`config.mk`:
```
export PLATFORM = sky130hd
export DESIGN_NAME = traffic_light_ctrl
export DESIGN_NICKNAME = d
export VERILOG_FILES = /design/src/rtl/traffic_light_ctrl.sv
export SDC_FILE = /design/constraint.sdc
export NUM_CORES = 1
export LEC_CHECK = 0
export ABC_AREA = 1
export CAP_MARGIN = 15
export CORE_MARGIN = 10
export CORE_UTILIZATION = 52
export DETAILED_ROUTE_END_ITERATION = 6
export GPL_ROUTABILITY_DRIVEN = 0
export PLACE_DENSITY = 0.76
export SLEW_MARGIN = 15
export SYNTH_ARGS = -nofsm -noshare
export SYNTH_HDL_FRONTEND = slang
export SYNTH_SLANG_ARGS = --single-unit
```
`constraint.sdc`:
```
create_clock -name clk -period 1.5 [get_ports clk]
set_input_delay 0.45 -clock clk [delete_from_list [all_inputs] [get_ports clk]]
set_output_delay 0.45 -clock clk [all_outputs]
set_load 0.005 [all_outputs]
```
`src/rtl/traffic_light_ctrl.sv`:
```
// Two-direction traffic light phase sequencer with a 1 s prescaler and a pedestrian request.
// Build option: define NIGHT_MODE_EN to add the night input and the flashing-yellow NIGHT state.
module traffic_light_ctrl #(
  parameter int TICK_DIV   = 50_000_000,
  parameter int GREEN_S    = 20,
  parameter int YELLOW_S   = 3,
  parameter int RED_CLR_S  = 1,
  parameter int PED_LEFT_S = 3
) (
  input  logic        clk,
  input  logic        rst_n,
  input  logic        key_flag,
`ifdef NIGHT_MODE_EN
  input  logic        night,
`endif
  output logic [2:0]  ns_light,
  output logic [2:0]  ew_light,
  output logic [13:0] dat,
  output logic        pos
);

  // state     | meaning
  // ALL_RED_A | clearance before NS green
  // NS_GREEN  | NS go, EW stop
  // NS_YELLOW | NS stopping
  // ALL_RED_B | clearance before EW green
  // EW_GREEN  | EW go, NS stop
  // EW_YELLOW | EW stopping
  // NIGHT     | both yellows flashing (NIGHT_MODE_EN only)
  typedef enum logic [2:0] {
    ALL_RED_A = 3'd0,
    NS_GREEN  = 3'd1,
    NS_YELLOW = 3'd2,
    ALL_RED_B = 3'd3,
    EW_GREEN  = 3'd4,
    EW_YELLOW = 3'd5
`ifdef NIGHT_MODE_EN
    , NIGHT   = 3'd6
`endif
  } state_t;

  localparam logic [2:0]  LAMP_R  = 3'b100;
  localparam logic [2:0]  LAMP_Y  = 3'b010;
  localparam logic [2:0]  LAMP_G  = 3'b001;
  localparam logic [7:0]  DUR_G   = 8'(GREEN_S);
  localparam logic [7:0]  DUR_Y   = 8'(YELLOW_S);
  localparam logic [7:0]  DUR_R   = 8'(RED_CLR_S);
  localparam logic [7:0]  PED_L   = 8'(PED_LEFT_S);
  localparam logic [31:0] TICK_TC = 32'(TICK_DIV - 1);

  state_t      state_q, state_nx, succ;
  logic [7:0]  remain_q, remain_nx;
  logic        ped_q, ped_nx;
  logic [31:0] tick_cnt;
  logic        tick, legal, green;
  logic [2:0]  ns_nx, ew_nx;
  logic        pos_nx;
`ifdef NIGHT_MODE_EN
  logic        flash_q, flash_nx;
`endif

  assign tick = (tick_cnt == TICK_TC);

  function automatic logic [7:0] dur_of(input state_t s);
    case (s)
      NS_GREEN, EW_GREEN:   dur_of = DUR_G;
      NS_YELLOW, EW_YELLOW: dur_of = DUR_Y;
      default:              dur_of = DUR_R;
    endcase
  endfunction

  always_comb begin
    state_nx  = state_q;
    remain_nx = remain_q;
    succ      = ALL_RED_A;
    legal     = 1'b1;
    green     = 1'b0;
`ifdef NIGHT_MODE_EN
    flash_nx  = flash_q;
`endif
    case (state_q)
      ALL_RED_A: succ = NS_GREEN;
      NS_GREEN:  begin succ = NS_YELLOW; green = 1'b1; end
      NS_YELLOW: succ = ALL_RED_B;
      ALL_RED_B: succ = EW_GREEN;
      EW_GREEN:  begin succ = EW_YELLOW; green = 1'b1; end
      EW_YELLOW: succ = ALL_RED_A;
`ifdef NIGHT_MODE_EN
      NIGHT:     succ = ALL_RED_A;
`endif
      default:   legal = 1'b0;
    endcase

    if (!legal) begin
      state_nx  = ALL_RED_A;
      remain_nx = DUR_R;
    end
`ifdef NIGHT_MODE_EN
    else if (tick && night) begin
      // yellows come on at entry, then toggle on every later tick
      state_nx  = NIGHT;
      remain_nx = 8'd0;
      flash_nx  = (state_q == NIGHT) ? ~flash_q : 1'b1;
    end else if (state_q == NIGHT) begin
      if (tick) begin
        state_nx  = ALL_RED_A;
        remain_nx = DUR_R;
      end
    end
`endif
    else if (tick) begin
      if (remain_q == 8'd1) begin
        state_nx  = succ;
        remain_nx = dur_of(succ);
      end else if (green && ped_q && (remain_q > PED_L)) begin
        remain_nx = PED_L;
      end else begin
        remain_nx = remain_q - 8'd1;
      end
    end

    // clearing at yellow entry takes priority over a simultaneous key
    if ((state_nx == NS_YELLOW && state_q != NS_YELLOW) ||
        (state_nx == EW_YELLOW && state_q != EW_YELLOW))
      ped_nx = 1'b0;
`ifdef NIGHT_MODE_EN
    else if (state_nx == NIGHT)
      ped_nx = 1'b0;
`endif
    else if (key_flag)
      ped_nx = 1'b1;
    else
      ped_nx = ped_q;

    ns_nx  = LAMP_R;
    ew_nx  = LAMP_R;
    pos_nx = 1'b1;
    case (state_nx)
      ALL_RED_A: pos_nx = 1'b0;
      NS_GREEN:  begin ns_nx = LAMP_G; pos_nx = 1'b0; end
      NS_YELLOW: begin ns_nx = LAMP_Y; pos_nx = 1'b0; end
      EW_GREEN:  ew_nx = LAMP_G;
      EW_YELLOW: ew_nx = LAMP_Y;
`ifdef NIGHT_MODE_EN
      NIGHT: begin
        ns_nx  = {1'b0, flash_nx, 1'b0};
        ew_nx  = {1'b0, flash_nx, 1'b0};
        pos_nx = 1'b0;
      end
`endif
      default: ;
    endcase
  end

  always_ff @(posedge clk) begin
    if (!rst_n) begin
      tick_cnt <= 32'd0;
      state_q  <= ALL_RED_A;
      remain_q <= DUR_R;
      ped_q    <= 1'b0;
      ns_light <= LAMP_R;
      ew_light <= LAMP_R;
      dat      <= {6'd0, DUR_R};
      pos      <= 1'b0;
`ifdef NIGHT_MODE_EN
      flash_q  <= 1'b0;
`endif
    end else begin
      tick_cnt <= tick ? 32'd0 : tick_cnt + 32'd1;
      state_q  <= state_nx;
      remain_q <= remain_nx;
      ped_q    <= ped_nx;
      ns_light <= ns_nx;
      ew_light <= ew_nx;
      dat      <= {6'd0, remain_nx};
      pos      <= pos_nx;
`ifdef NIGHT_MODE_EN
      flash_q  <= flash_nx;
`endif
    end
  end

endmodule
```
-- Yosys cells after proc, flatten, opt, wreduce, memory -nomap -nowiden
Index checks and enable logic that the tools add are counted.
- input bits: 3
- register bits: 57
- word-level logic and storage cells: 57
- add/sub/neg operators: 2
- equality and inequality tests: 17
- $lt $le $gt $ge: 1
- bitwise operators: 1
- multiplexer cells: 14
- reductions and logical operators: 14
- operators by type and width (operator ; number):
    32-bit by 1-bit adder with 32-bit output, second input constant ; 1
    32-bit by 26-bit equality test with 1-bit output, second input constant ; 1
    8-bit two-way mux ; 4
    3-bit equality test, second input constant ; 6
    3-bit one-hot mux with 5 select lines ; 1
    3-bit by 2-bit equality test with 1-bit output, second input constant ; 4
    3-bit one-hot mux with 2 select lines ; 2
    5-bit one-hot mux with 2 select lines ; 1
    2-bit OR reduction ; 5
    3-bit by 1-bit equality test with 1-bit output, second input constant ; 3
    3-bit two-way mux ; 3
    8-bit by 1-bit equality test with 1-bit output, second input constant ; 1
    8-bit by 2-bit > comparator with 1-bit output, second input constant ; 1
    8-bit by 1-bit subtractor with 8-bit output, second input constant ; 1
    3-bit logical NOT ; 2
    6-bit OR reduction ; 1
    1-bit logical AND ; 4
    1-bit two-way mux ; 3
    3-bit by 2-bit inequality test with 1-bit output, second input constant ; 1
    3-bit inequality test, second input constant ; 1
    3-bit OR reduction ; 1
    1-bit logical OR ; 1
    1-bit inverter ; 1

-- Logic depth before layout (Yosys ltp)
- depth after elaboration: 9
- gate-level depth with buffers: 13

-- Worst setup path before layout
Ideal clock, no wire load.
- kind: flip-flop to flip-flop
- from: reg tick_cnt[0]
- to: reg ped_q
- clock period less this slack: 1.544 ns
- cell stages (with the launch flop): 11
- path slack: -0.044 ns
- data required time: 1.384 ns
- arrival: 1.428 ns
- cells stage by stage: dfxtp_1 ha_1 nand2_1 nor2_4 nand2_1 nor3_2 nand2_2 inv_2 nand3_1 o211ai_1 inv_1
- longest elaborated chain between the ends: 7
- elaborated cells on any way between the ends: 9
- classes of those cells: eq/ne (3); mux (2); reduce/logical (4)
- RTL lines (element ; line ; text):
    start, declared ; 54 ; logic [31:0] tick_cnt;
    start signal, assigned ; 169 ; tick_cnt <= tick ? 32'd0 : tick_cnt + 32'd1;
    32-bit by 26-bit equality test with 1-bit output * ; 62 ; assign tick = (tick_cnt == TICK_TC);
    3-bit two-way mux * ; 111 ; else if (tick) begin
    3-bit two-way mux * ; 94 ; if (!legal) begin
    3-bit by 2-bit equality test with 1-bit output or 3-bit equality test (tied branches) ; 123, 124 ;
    1-bit logical AND, on equally long branches ; 123, 124 ;
    1-bit logical OR * ; 123 ; if ((state_nx == NS_YELLOW && state_q != NS_YELLOW) ||
    2-bit OR reduction (no source line) * ; - ;
    end signal, assigned ; 172 ; ped_q <= ped_nx;
    end, declared ; 53 ; logic ped_q, ped_nx;
Every way passes the cells marked *; elsewhere a longest branch is shown, timed or not.
A chain may end at the register's enable or synchronous reset.

-- Worst setup path after layout
- from: reg tick_cnt[18]
- to: reg tick_cnt[27]
- longest elaborated chain between the ends: 2
- elaborated cells on any way between the ends: 3
- classes of those cells: add/sub (1); eq/ne (1); reduce/logical (1)
- RTL lines (element):
    parallel branches: the longest is 2 deep, another holds 32-bit by 1-bit adder with 32-bit output
Several ways; the timed one is not identified.

==> results by group <==
Floorplan
  – Die height: 94.8 um
  – Core Rows: 27
  – CORE AREA: 0.00547 sq mm
  – Initial Utilization: 53.2%
  – Top Ports: 24
  – Die area: 0.00899 sq mm
  – Die W: 94.8 um

Clock tree
  – CTS sink count: 51
  – Clk pin slew, worst setup/hold paths: 0.11 ns
  – CTS H-Tree Depth: 2
  – Clock Latency Late Sink: about 0.32 ns
  – CTS tree: built
  – Maximum buffer depth of the clock tree: 2
  – CTS root buffer: clkbuf_8
  – CTS buffer count: 5

Final layout
  – Finished Core Util: about nine tenths
  – Nets@finish: slightly below 600
  – Most common cell after layout, fill and taps aside: buf_4
  – Number of diodes: 0
  – Area growth syn-to-layout: 72.1%
  – Most frequent cells in the layout: buf_4 (93), nand2_1 (65), inv_1 (46)
  – Share of cells above drive strength 1: 56.0%

Pwr
  – Power per cell area: approximately 510 mW/mm^2
  – Overall Power: 0.00256 W
  – Max IR drop VDD: 592 uV
  – Leakage power: 2.22 nW

Detailed routing
  – Remaining DRCs: 13
  – Final wirelength: 15700 um
  – Iteration-0 DRC Markers: roughly 830
  – Antenna violation net count after detailed routing: 0
  – Pre-antenna DRT Iters: 7
  – Via density per instance: 6.57
  – Vias: 4235
  – Avg WL per Cell: 24.3 um

Global route
  – Vias in the first global route: 3508
  – Grt total ovfl: 0
  – Initial antenna violation count: 0
  – Largest net degree at the start of global routing: 17
  – Gr usage total: ~22%
  – First-pass GRT wire length: 15700 um

Worst setup path
  – WP data arrival: 2.30 ns
  – Worst reg2reg path depth: 7
  – Worst r2r src: tick_cnt[18]
  – Crit path kind: reg2reg
  – Crit path capture type: register
  – Crit. Startpoint: tick_cnt[18]
  – Worst setup SP type: register
  – Required @ worst endpoint: about 1.8 ns
  – FF-to-FF setup slack: -0.54 ns
  – Reg2reg end: tick_cnt[27]
  – Crit path max fanout: 4
  – Crit path to: tick_cnt[27]

STA
  – Setup WS post-layout: -0.542 ns
  – Relative slew slack: roughly three fifths
  – Hold slack final: 0.558 ns
  – Fmax: 490 MHz
  – Setup_tns: -16.17 ns
  – Fin. Hold Viols: 0
  – Ratio of final minimum period to clock period: 136%
  – # setup viols final: 51
  – Final worst path period need: 2.04 ns
  – Clock skew: 0.00886 ns
  – Slew Limit Fails: 0
  – Slew @ Worst Pin: 0.602 ns
  – Unrepaired setup endpoints after global routing: true

Synthesis
  – Avg Cell Area, Syn: 6.67 sq um
  – Post-synthesis sequential area ratio: 35.1%
  – Post-Syn Area: approximately 0.0029 sq mm
  – Count of cell types in the netlist: 34
  – Cells after Synth: between 400 and 500
  – Synth Warn #: 0
  – #FFs+latches synth: just over 50

Run status
  – Failing checks: design-rule violations, negative setup slack
  – Status: finished with violations

Hold path
  – Worst Hold Class: reg2reg

Placement
  – IO Port Bufs: 17
  – DP HPWL: 6050 um

Run
  – Max-Cap Viols: 0
per-stage QoR:
stage | cells | cell area, sq um | setup slack [ns]
2_1_floorplan | 441 | 2950 | 0.0118
4_1_cts | 634 | 4360 | -0.152
3_3_place_gp | 606 | 3810 | -0.154
3_5_place_dp | 606 | 3810 | -0.216
5_1_grt | 645 | 5010 | -0.712
6_report | 645 | 5010 | -0.542
report_power, final:
group | switching [W] | total [W] | internal (W)
logic | 0.0000926 | 0.000172 | 0.0000796
clock network | 0.000529 | 0.00103 | 0.000498
registers | 0.00000895 | 0.00136 | 0.00135
cells by family after synthesis:
logic type	synth area share, %
AND/OR/NAND/NOR	42.1
buffers and inverters	10.1
flip-flops	35.1
AO/OA/AOI/OAI	8.60
XOR/XNOR	2.71
adder cells (fa/ha/maj)	1.29
other	0.129
synthesized netlist by cell type:
master / instances / area share [%]
ha_1: 3 / 1.3
dfxtp_1: 51 / 35
nand3b_1: 2 / 0.52
nand3_1: 18 / 3.1
clkinv_2: 1 / 0.17
o21a_1: 2 / 0.52
nor3b_1: 2 / 0.52
nor2_4: 4 / 1.5
a21oi_1: 22 / 3.8
or2_2: 2 / 0.43
inv_1: 54 / 7.0
nor3_2: 3 / 1.0
nand3_2: 3 / 1.0
nand2_2: 8 / 1.7
inv_2: 3 / 0.39
nor3b_2: 1 / 0.43
nor2_1: 65 / 8.4
nand2_1: 100 / 13
nor3_1: 17 / 2.9
xor2_1: 6 / 1.8
buf_6: 2 / 0.77
conb_1: 1 / 0.13
nor4_1: 4 / 0.86
and2_1: 1 / 0.22
o21ai_0: 18 / 3.1
nor2_8: 1 / 0.69
xnor2_1: 3 / 0.90
or2_0: 2 / 0.43
o21ai_1: 4 / 0.69
buf_4: 7 / 1.8
nor2_2: 10 / 2.1
nand4_2: 1 / 0.43
nand4_1: 13 / 2.8
o211ai_1: 2 / 0.52
state kept, by name (all words and copies together) (netlist names):
name      count
state_q       3
ew_light      3
ns_light      3
ped_q         1
remain_q      8
pos           1
tick_cnt     32
critical path, stage by stage, from the launching register on:
cell and delay, ns:
dfxtp_4 0.39, buf_4 0.11, nand2_1 0.13, nor2_1 0.31, nand2_1 0.16, nor4_1 0.48, nand3_1 0.23, a21oi_2 0.18
layer usage:
layer / up-vias / global-route usage, % / share of wire, %
li1: 1655 / - / -
met1: 1864 / 24.9 / 33
met2: 516 / 37.6 / 44
met3: 200 / 4.36 / 14
met4: 0 / 11.1 / 9.3
met5: - / 1.11 / 0
area by class of cell:
class | count | area, sq um
multi-input cells | 323 | 2330
clock buffers | 5 | 68.8
repair buffers | 132 | 1150
clock inverters | 3 | 43.8
inverters | 58 | 230
repair inverters | 1 | 11.3
well taps | 72 | 90.1
flip-flops and latches | 51 | 1080
fillers | 186 | 464
how the worst min path moves through the flow:
stage | from | endpoint | slack (ns) | depth (start not counted)
6_report | remain_q[5] | remain_q[5] | 0.56 | 2
5_1_grt | remain_q[5] | remain_q[5] | 0.57 | 2
4_1_cts | remain_q[5] | remain_q[5] | 0.51 | 2
3_5_place_dp | ped_q | ped_q | 0.49 | 2
3_3_place_gp | ped_q | ped_q | 0.48 | 2
2_1_floorplan | tick_cnt[0] | tick_cnt[0] | 0.43 | 1
timing repair:
action / in CTS / in global routing
buffers inserted: 18 / 14
gates resized for setup: 110 / 161
pin swaps: 23 / 29
setup endpoints to repair: 63 / 53
hold buffers: 0 / 0
cloned: 2 / 0
No activity file was read; power rests on OpenSTA's default activity.
